File: config.mk
export PLATFORM = sky130hd
export DESIGN_NAME = lzd_pipe
export DESIGN_NICKNAME = d
export VERILOG_FILES = /design/src/rtl/lzd_pkg.sv /design/src/rtl/lzc_tree.sv /design/src/rtl/lzd_pipe.sv
export SDC_FILE = /design/constraint.sdc
export NUM_CORES = 1
export LEC_CHECK = 0
export BUFFER_PORTS_ARGS = -buffer_cell sky130_fd_sc_hd__buf_4
export CAP_MARGIN = 15
export CELL_PAD_IN_SITES_DETAIL_PLACEMENT = 0
export CELL_PAD_IN_SITES_GLOBAL_PLACEMENT = 1
export CORE_UTILIZATION = 38
export DETAILED_ROUTE_END_ITERATION = 10
export PLACE_DENSITY_LB_ADDON = 0.3
export SLEW_MARGIN = 20
export SYNTH_ARGS = -nofsm -noshare
export SYNTH_HDL_FRONTEND = slang
export SYNTH_SLANG_ARGS = --single-unit
File: constraint.sdc
create_clock -name clk -period 5 [get_ports clk]
set_input_delay 0.75 -clock clk [delete_from_list [all_inputs] [get_ports clk]]
set_output_delay 0.75 -clock clk [all_outputs]
set_load 0.05 [all_outputs]
File: src/rtl/lzd_pkg.sv
// Shared sizing helpers and stage-1 payload type for the leading-zero pipeline.
package lzd_pkg;

  // The payload carries a wide difference field; each user keeps its own W low bits.
  localparam int PAY_W = 64;

  function automatic int calc_w(input int m, input int extra, input int sgn);
    return m + extra - sgn;
  endfunction

  function automatic int calc_cw(input int w);
    return $clog2(w + 1);
  endfunction

  typedef struct packed {
    logic [PAY_W-1:0] diff;
    logic             borrow;
  } s1_pay_t;

endpackage

File: src/rtl/lzc_tree.sv
// Combinational leading-zero counter built as a binary tree of depth log2(W).
// The input is zero-padded on the right to a power of two. Padding bits never
// change the count of a non-zero vector. An all-zero vector reports W.
module lzc_tree
  import lzd_pkg::*;
#(
  parameter int W = 29,
  localparam int CW = calc_cw(W),
  localparam int L  = $clog2(W),
  localparam int P  = 1 << L
) (
  input  logic [W-1:0]  vec,
  output logic [CW-1:0] cnt,
  output logic          zero
);

  logic [P-1:0] x;

  if (P > W) begin : g_pad
    assign x = {vec, {(P-W){1'b0}}};
  end else begin : g_nopad
    assign x = vec;
  end

  // Each level merges pairs: take the left count if the left half has a one,
  // otherwise the full left width plus the right count.
  for (genvar k = 1; k <= L; k++) begin : lvl
    localparam int N = P >> k;
    logic [N-1:0]        v;
    logic [N-1:0][k-1:0] c;
    for (genvar i = 0; i < N; i++) begin : node
      if (k == 1) begin : leaf
        assign v[i] = x[2*i+1] | x[2*i];
        assign c[i] = ~x[2*i+1];
      end else begin : inner
        logic vl;
        assign vl   = lvl[k-1].v[2*i+1];
        assign v[i] = vl | lvl[k-1].v[2*i];
        assign c[i] = vl ? {1'b0, lvl[k-1].c[2*i+1]} : {1'b1, lvl[k-1].c[2*i]};
      end
    end
  end

  assign zero = ~lvl[L].v[0];
  assign cnt  = zero ? CW'(W) : CW'(lvl[L].c[0]);

endmodule

File: src/rtl/lzd_pipe.sv
// Two-stage subtract + leading-zero-count pipeline with valid/ready handshakes.
// S1 registers diff/borrow. S2 registers the count, the zero flag and the
// passed-through diff/borrow.
// Optional LZD_PIPE_NORM_EN adds a registered normalized output (diff << lz_cnt).
module lzd_pipe
  import lzd_pkg::*;
#(
  parameter int M          = 23,
  parameter int EXTRA_BITS = 7,
  parameter int SIGN_BITS  = 1,
  localparam int W  = calc_w(M, EXTRA_BITS, SIGN_BITS),
  localparam int CW = calc_cw(W)
) (
  input  logic          clk,
  input  logic          rst,
  input  logic          in_valid,
  output logic          in_ready,
  input  logic [W-1:0]  a,
  input  logic [W-1:0]  b,
  output logic          out_valid,
  input  logic          out_ready,
  output logic [CW-1:0] lz_cnt,
  output logic [W-1:0]  diff,
  output logic          borrow,
  output logic          zero
`ifdef LZD_PIPE_NORM_EN
  , output logic [W-1:0] norm
`endif
);

  logic          s1_valid;
  s1_pay_t       s1_q;
  logic          s1_adv, s2_adv;
  logic [W:0]    sub;
  logic [W-1:0]  s1_diff;
  logic [CW-1:0] cnt_c;
  logic          zero_c;
  logic          s1_unused;

  assign s2_adv    = !out_valid || out_ready;
  assign s1_adv    = !s1_valid || s2_adv;
  assign in_ready  = s1_adv;
  assign sub       = {1'b0, a} - {1'b0, b};
  assign s1_diff   = s1_q.diff[W-1:0];
  assign s1_unused = ^s1_q.diff;

  lzc_tree #(.W(W)) u_lzc (
    .vec  (s1_diff),
    .cnt  (cnt_c),
    .zero (zero_c)
  );

`ifdef LZD_PIPE_NORM_EN
  logic [W-1:0] norm_c;
  assign norm_c = zero_c ? '0 : (s1_diff << cnt_c);
`endif

  // S1: capture the difference whenever the stage is free to move.
  always_ff @(posedge clk) begin
    if (rst) begin
      s1_valid <= 1'b0;
      s1_q     <= '0;
    end else if (s1_adv) begin
      s1_valid <= in_valid;
      if (in_valid) s1_q <= '{diff: PAY_W'(sub[W-1:0]), borrow: sub[W]};
    end
  end

  // S2: register the count. The outputs are frozen while the result is stalled.
  always_ff @(posedge clk) begin
    if (rst) begin
      out_valid <= 1'b0;
      lz_cnt    <= '0;
      diff      <= '0;
      borrow    <= 1'b0;
      zero      <= 1'b0;
`ifdef LZD_PIPE_NORM_EN
      norm      <= '0;
`endif
    end else if (s2_adv) begin
      out_valid <= s1_valid;
      if (s1_valid) begin
        lz_cnt <= cnt_c;
        diff   <= s1_diff;
        borrow <= s1_q.borrow;
        zero   <= zero_c;
`ifdef LZD_PIPE_NORM_EN
        norm   <= norm_c;
`endif
      end
    end
  end

endmodule

# Word-level counts from Yosys, hierarchy flattened
# Index checks and enable logic that the tools add are counted.
# W data, S select, Z words.
[word_totals] n_memories=0 out_inout_bits=38 reg_bits=68 input_bits=62 ram_bits=0 latchBits=0 romBits=0
[op_classes] addsub=1 shift=0 n_bitwise=44 multipliers=0 eq_ne=0 reduce_logical=6 order_cmp=0 n_mux=16 n_div=0
[ops] operator="$sub A29 B29 Y30" n=1
[ops] operator="$or A1 B1 Y1" n=28
[ops] operator="$mux W2" n=8
[ops] operator="$not A1 Y1" n=16
[ops] operator="$mux W3" n=4
[ops] operator="$mux W5" n=2
[ops] operator="$mux W4" n=2
[ops] operator="$reduce_and A2 Y1" n=2
[ops] operator="$logic_not A1 Y1" n=2
[ops] operator="$logic_or A1 B1 Y1" n=2

# Longest topological paths before layout
[logic_depth] depth_word=6 mapped_depth=12

# Cells and area by module
# A second synthesis with hierarchy kept.
[unflattened] hier_cells=582 hier_area_um2=4356.7
[by_module_without_submodules] mod="lzd_pipe" area_each_um2=4017.6 instances=1 seq_area_each_um2=1361.3 cells_each=533
[by_module_without_submodules] mod="lzc_tree" area_each_um2=339.1 instances=1 seq_area_each_um2=0.0 cells_each=49

# Least setup slack after synthesis
# OpenSTA, ideal clock, no wires.
[synth_path] kind="input to register" startpoint="input port a[0]" endpoint="register s1_q, in the netlist s1_diff[26]" required_time_ps=4883 t_arrival_ps=2924 setup_slack_ps=1959 cell_stages=12 cell_sequence="inv_1 -> ha_1 -> inv_1 -> fa_1 -> a21o_1 -> a21oi_2 -> o21ai_1 -> a221o_1 -> a211o_2 -> a211oi_2 -> xnor2_1 -> a22o_1"
[synth_via] elab_chain_len=1
[synth_lines] element="from (decl)" line_no="lzd_pipe.sv:18" text="input logic [W-1:0] a,"
[synth_lines] element="$sub A29 B29 Y30" line_no="lzd_pipe.sv:43" text="assign sub = {1'b0, a} - {1'b0, b};"
[synth_lines] element="to (signal assigned)" line_no="lzd_pipe.sv:65" text="if (in_valid) s1_q <= '{diff: PAY_W'(sub[W-1:0]), borrow: sub[W]};"
[synth_lines] element="to (decl)" line_no="lzd_pipe.sv:32" text="s1_pay_t s1_q;"
# Every way passes these cells.
# A chain may end at the register's enable or synchronous reset.

# Worst setup path in the final report
# Ends and elaborated chain as after synthesis.

==> impl_metrics.py <==
metrics = {
    "run_status": {
        "status": "finished, violations left",
        "failed_checks": "DRC",
    },
    "logic_synthesis": {
        "ys_warn_count": 0,
        "ys_seq_elements": 68,
        "synth.area.mux_share_pct": 0.238,
        "synth_area_leader_cell": "dfxtp_1",
        "seq_area_frac_synth_pct": 32.4,
        "ys_types": 63,
        "synth_top_family_by_area": "compound AO/OA/AOI/OAI gates",
        "synth.top_cell.area_share_pct": 32.4,
        "syn_nets": 654,
        "syn_area_per_cell_um2": 7.48,
        "synth_simple_gate_area_share_pct": 20.6,
        "synth_top_flop_cell": "dfxtp_1",
        "syn_inst": 562,
        "netlist_area_um2": 4200,
        "synth_compound_area_share_pct": 26.2,
        "synth_fa_ha_area_share_pct": 9.11,
        "synth-edff-count": 0,
        "netlist_top_cells_area": "dfxtp_1 32%, nand2_1 9.5%, ha_1 8.6%",
        "synth-xor-area-share_pct": 4.79,
        "synthArstFlopShare_pct": 0,
    },
    "detailed_routing": {
        "vias_per_cell": 5.12,
        "first_iter_violations": 150,
        "drt-total-wl_um": 10400,
        "drt_first_pass_iters": 7,
        "drc": 1,
        "via_count": 4064,
        "ant_nets": 0,
        "detail_route.wl_per_cell_um": 13.1,
    },
    "floorplan": {
        "die-width_um": 107,
        "die_h_um": 107,
        "die_area_um2": 11500,
        "initial_core_util_pct": 38.9,
        "ios": 100,
        "num_rows": 38,
        "core-area_um2": 10800,
    },
    "critical_path": {
        "worst-r2r-cell-count": 5,
        "cpMostUsedCell": "inv_1",
        "path_buf_inv": 3,
        "path_cells": "buf_4 > inv_1 > ha_1 > inv_1 > fa_1 > a21o_1 > a21oi_2 > o21ai_1 > a221o_1 > a211o_2 > a211oi_2 > xnor2_1 > a22o_1",
        "arrival_ns": 3.19,
        "r2r_end": "s1_diff[11]",
        "rrSetupSlack_ns": 2.70,
        "cpPeakStageDelay_ns": 0.39,
        "crit_family": "compound AO/OA/AOI/OAI gates",
        "crit_type": "in -> reg",
        "crit_path_end_kind": "flip-flop",
        "slowest_stage": "fa_1",
        "start_kind": "primary input",
        "worstReg2RegStart": "out_valid",
        "crit_fanout": 3,
        "cp.required_ns": 5.24,
    },
    "place": {
        "place_ws_ns": 1.67,
        "portBuffers": 99,
        "gp_congestion": 0.823,
        "dp.final_hpwl_um": 8260,
    },
    "pwr": {
        "leakage_uw": 0.00235,
        "peakVddDrop_mv": 0.150,
        "power.density_nw_per_um2": 291,
    },
    "sta": {
        "fin_skew_ns": 0.00288,
        "hold_viol": 0,
        "relSlewSlack_pct": 37.1,
        "setup_viol": 0,
        "worstMarginPinSlew_ns": 0.939,
        "fin_crit_sh_pct": 59.0,
        "max_freq_mhz": 339,
        "period_minus_slack_ns": 2.95,
        "grt_setup_unrepaired": "no",
        "drv_slew": 0,
        "setup_slack_ns": 2.05,
        "final.setup.tns_ns": 0,
    },
    "global_routing": {
        "grt_max_degree": 57,
        "grt_overflow_total": 0,
        "grt_first_pass_wirelength_um": 17500,
        "grt_pass1_vias": 3810,
        "grt_use_total_pct": 19.1,
        "grt_antenna_before_repair": 0,
    },
    "final_layout": {
        "antenna_cells": 0,
        "fin_nets": 740,
        "drive_above_1_share_pct": 19.4,
        "final_core_util_pct": 48.4,
        "syn2layout_area_growth_pct": 24.4,
    },
    "worst_hold_path": {
        "hold_end": "diff[2]",
        "whs_path_depth": 2,
        "hp-class": "reg -> reg",
        "hold_path_startpoint": "diff[2]",
    },
    "clock_tree": {
        "clk_pin_slew_ns": 0.07,
        "cts_setup_buffers": 0,
        "numClockSinks": 68,
        "cts-root-buf": "clkbuf_8",
        "cts_buffers": 9,
        "clock_path_buffers": 2,
        "h-tree-depth": 3,
        "cts_hold_buf": 0,
        "ctsResizeCount": 0,
        "cts_tree": "done",
        "clk_latency_ns": 0.34,
    },
    "job": {
        "cap_violations": 0,
    },
}
## state kept, by name (all words and copies together), names as in the netlist
| register | count |
|---|---|
| s1_valid | 1 |
| diff | 29 |
| borrow | 1 |
| zero | 1 |
| out_valid | 1 |
| lz_cnt | 5 |
| s1_q | 1 |
| s1_diff | 29 |
## how the worst max path moves through the flow
stage,startpoint,endpoint,slack (ns),cells past startpoint
finish,a[0],s1_diff[26],2.05,13
floorplan,a[0],s1_diff[26],1.96,12
global route,a[0],s1_diff[26],1.90,13
CTS,a[0],s1_diff[26],2.05,13
global placement,a[0],s1_diff[26],1.71,13
detailed placement,a[0],s1_diff[26],1.67,13
## final cells by class
class / instances / area (um^2)
clock buffers: 11 / 151
well taps: 140 / 175
flip-flops and latches: 68 / 1360
multi-input cells: 423 / 2560
fillers: 1146 / 5560
repair buffers: 101 / 758
inverters: 45 / 169
clock inverters: 5 / 50.0
## where the power goes
| part | switching, uW | internal (uW) | total [uW] |
|---|---|---|---|
| clock network | 196 | 254 | 450 |
| registers | 40.3 | 581 | 622 |
| logic | 263 | 186 | 449 |
## cells in the final DEF, fill, tap and decap left out, types with 2 or more instances in the layout
cell       synthesis  final
xor2_1             9      9
ha_1              29     29
a21oi_2            2      2
o21a_1             3      3
a211oi_1          10     10
o21bai_1           7      7
nor2_1            41     41
a31oi_1            4      4
a41oi_1            2      2
nand4_1            4      4
dfxtp_1           68     68
inv_1             45     45
a21oi_1           71     71
a22o_1            15     15
nor3_1            11     11
a21boi_1           3      3
a21o_1             9      9
buf_4              1    101
o31ai_1            2      2
nand2_1          106    106
and3_1             5      5
clkinv_2           0      4
o21ai_0           21     21
nor2b_1            4      3
nor4_1             8      8
xnor2_1           14     14
nand3_1            8      8
clkbuf_8           0     11
o2111ai_1          3      3
or4_1              2      2
## layer usage
metal / part of all wire (%) / wire [um] / GRT usage (%)
met5: 0 / 0 / 0
met4: 1.2 / 120 / 7.24
met3: 3.7 / 381 / 2.98
met2: 44 / 4620 / 30.1
met1: 51 / 5300 / 26.2
## worst min-delay path: stages, from the launching register on
cell and delay [ns]:
dfxtp_1 0.31, nand2_1 0.05, a21oi_1 0.05
## synth_stat cells (all sizes together) (2+ instances only)
| library cell | instances |
|---|---|
| nor4 | 8 |
| inv | 45 |
| nor2b | 4 |
| nor3 | 11 |
| ha | 29 |
| a41oi | 2 |
| o31ai | 2 |
| and3 | 5 |
| nor2 | 42 |
| nand2 | 107 |
| xor2 | 9 |
| nand3 | 8 |
| a31oi | 4 |
| o21bai | 7 |
| buf | 4 |
| a21boi | 4 |
| a21o | 10 |
| a21oi | 73 |
| xnor2 | 14 |
| or4 | 2 |
| nand4 | 4 |
| o2111ai | 3 |
| a22o | 15 |
| a211o | 2 |
| clkbuf | 22 |
| o21ai | 23 |
| o21a | 3 |
| dfxtp | 68 |
| a211oi | 11 |
## cells by family after synthesis
| kind of cell | after synthesis |
|---|---|
| buf+inv | 71 |
| compound gates | 171 |
| fa+ha+maj | 30 |
| flops | 68 |
| simple gates | 198 |
| mux | 1 |
| xor+xnor | 23 |
## stage by stage
step | power, uW | hold WS, ns | std cells | cell area [um^2]
floorplan | 948 | 0.445 | 562 | 4200
global placement | 1080 | 0.444 | 777 | 5030
detailed placement | 1080 | 0.447 | 777 | 5030
CTS | 1530 | 0.457 | 793 | 5230
global route | 1610 | 0.477 | 793 | 5230
finish | 1520 | 0.454 | 793 | 5230
Note: power is estimated with default switching activity, not from simulation.
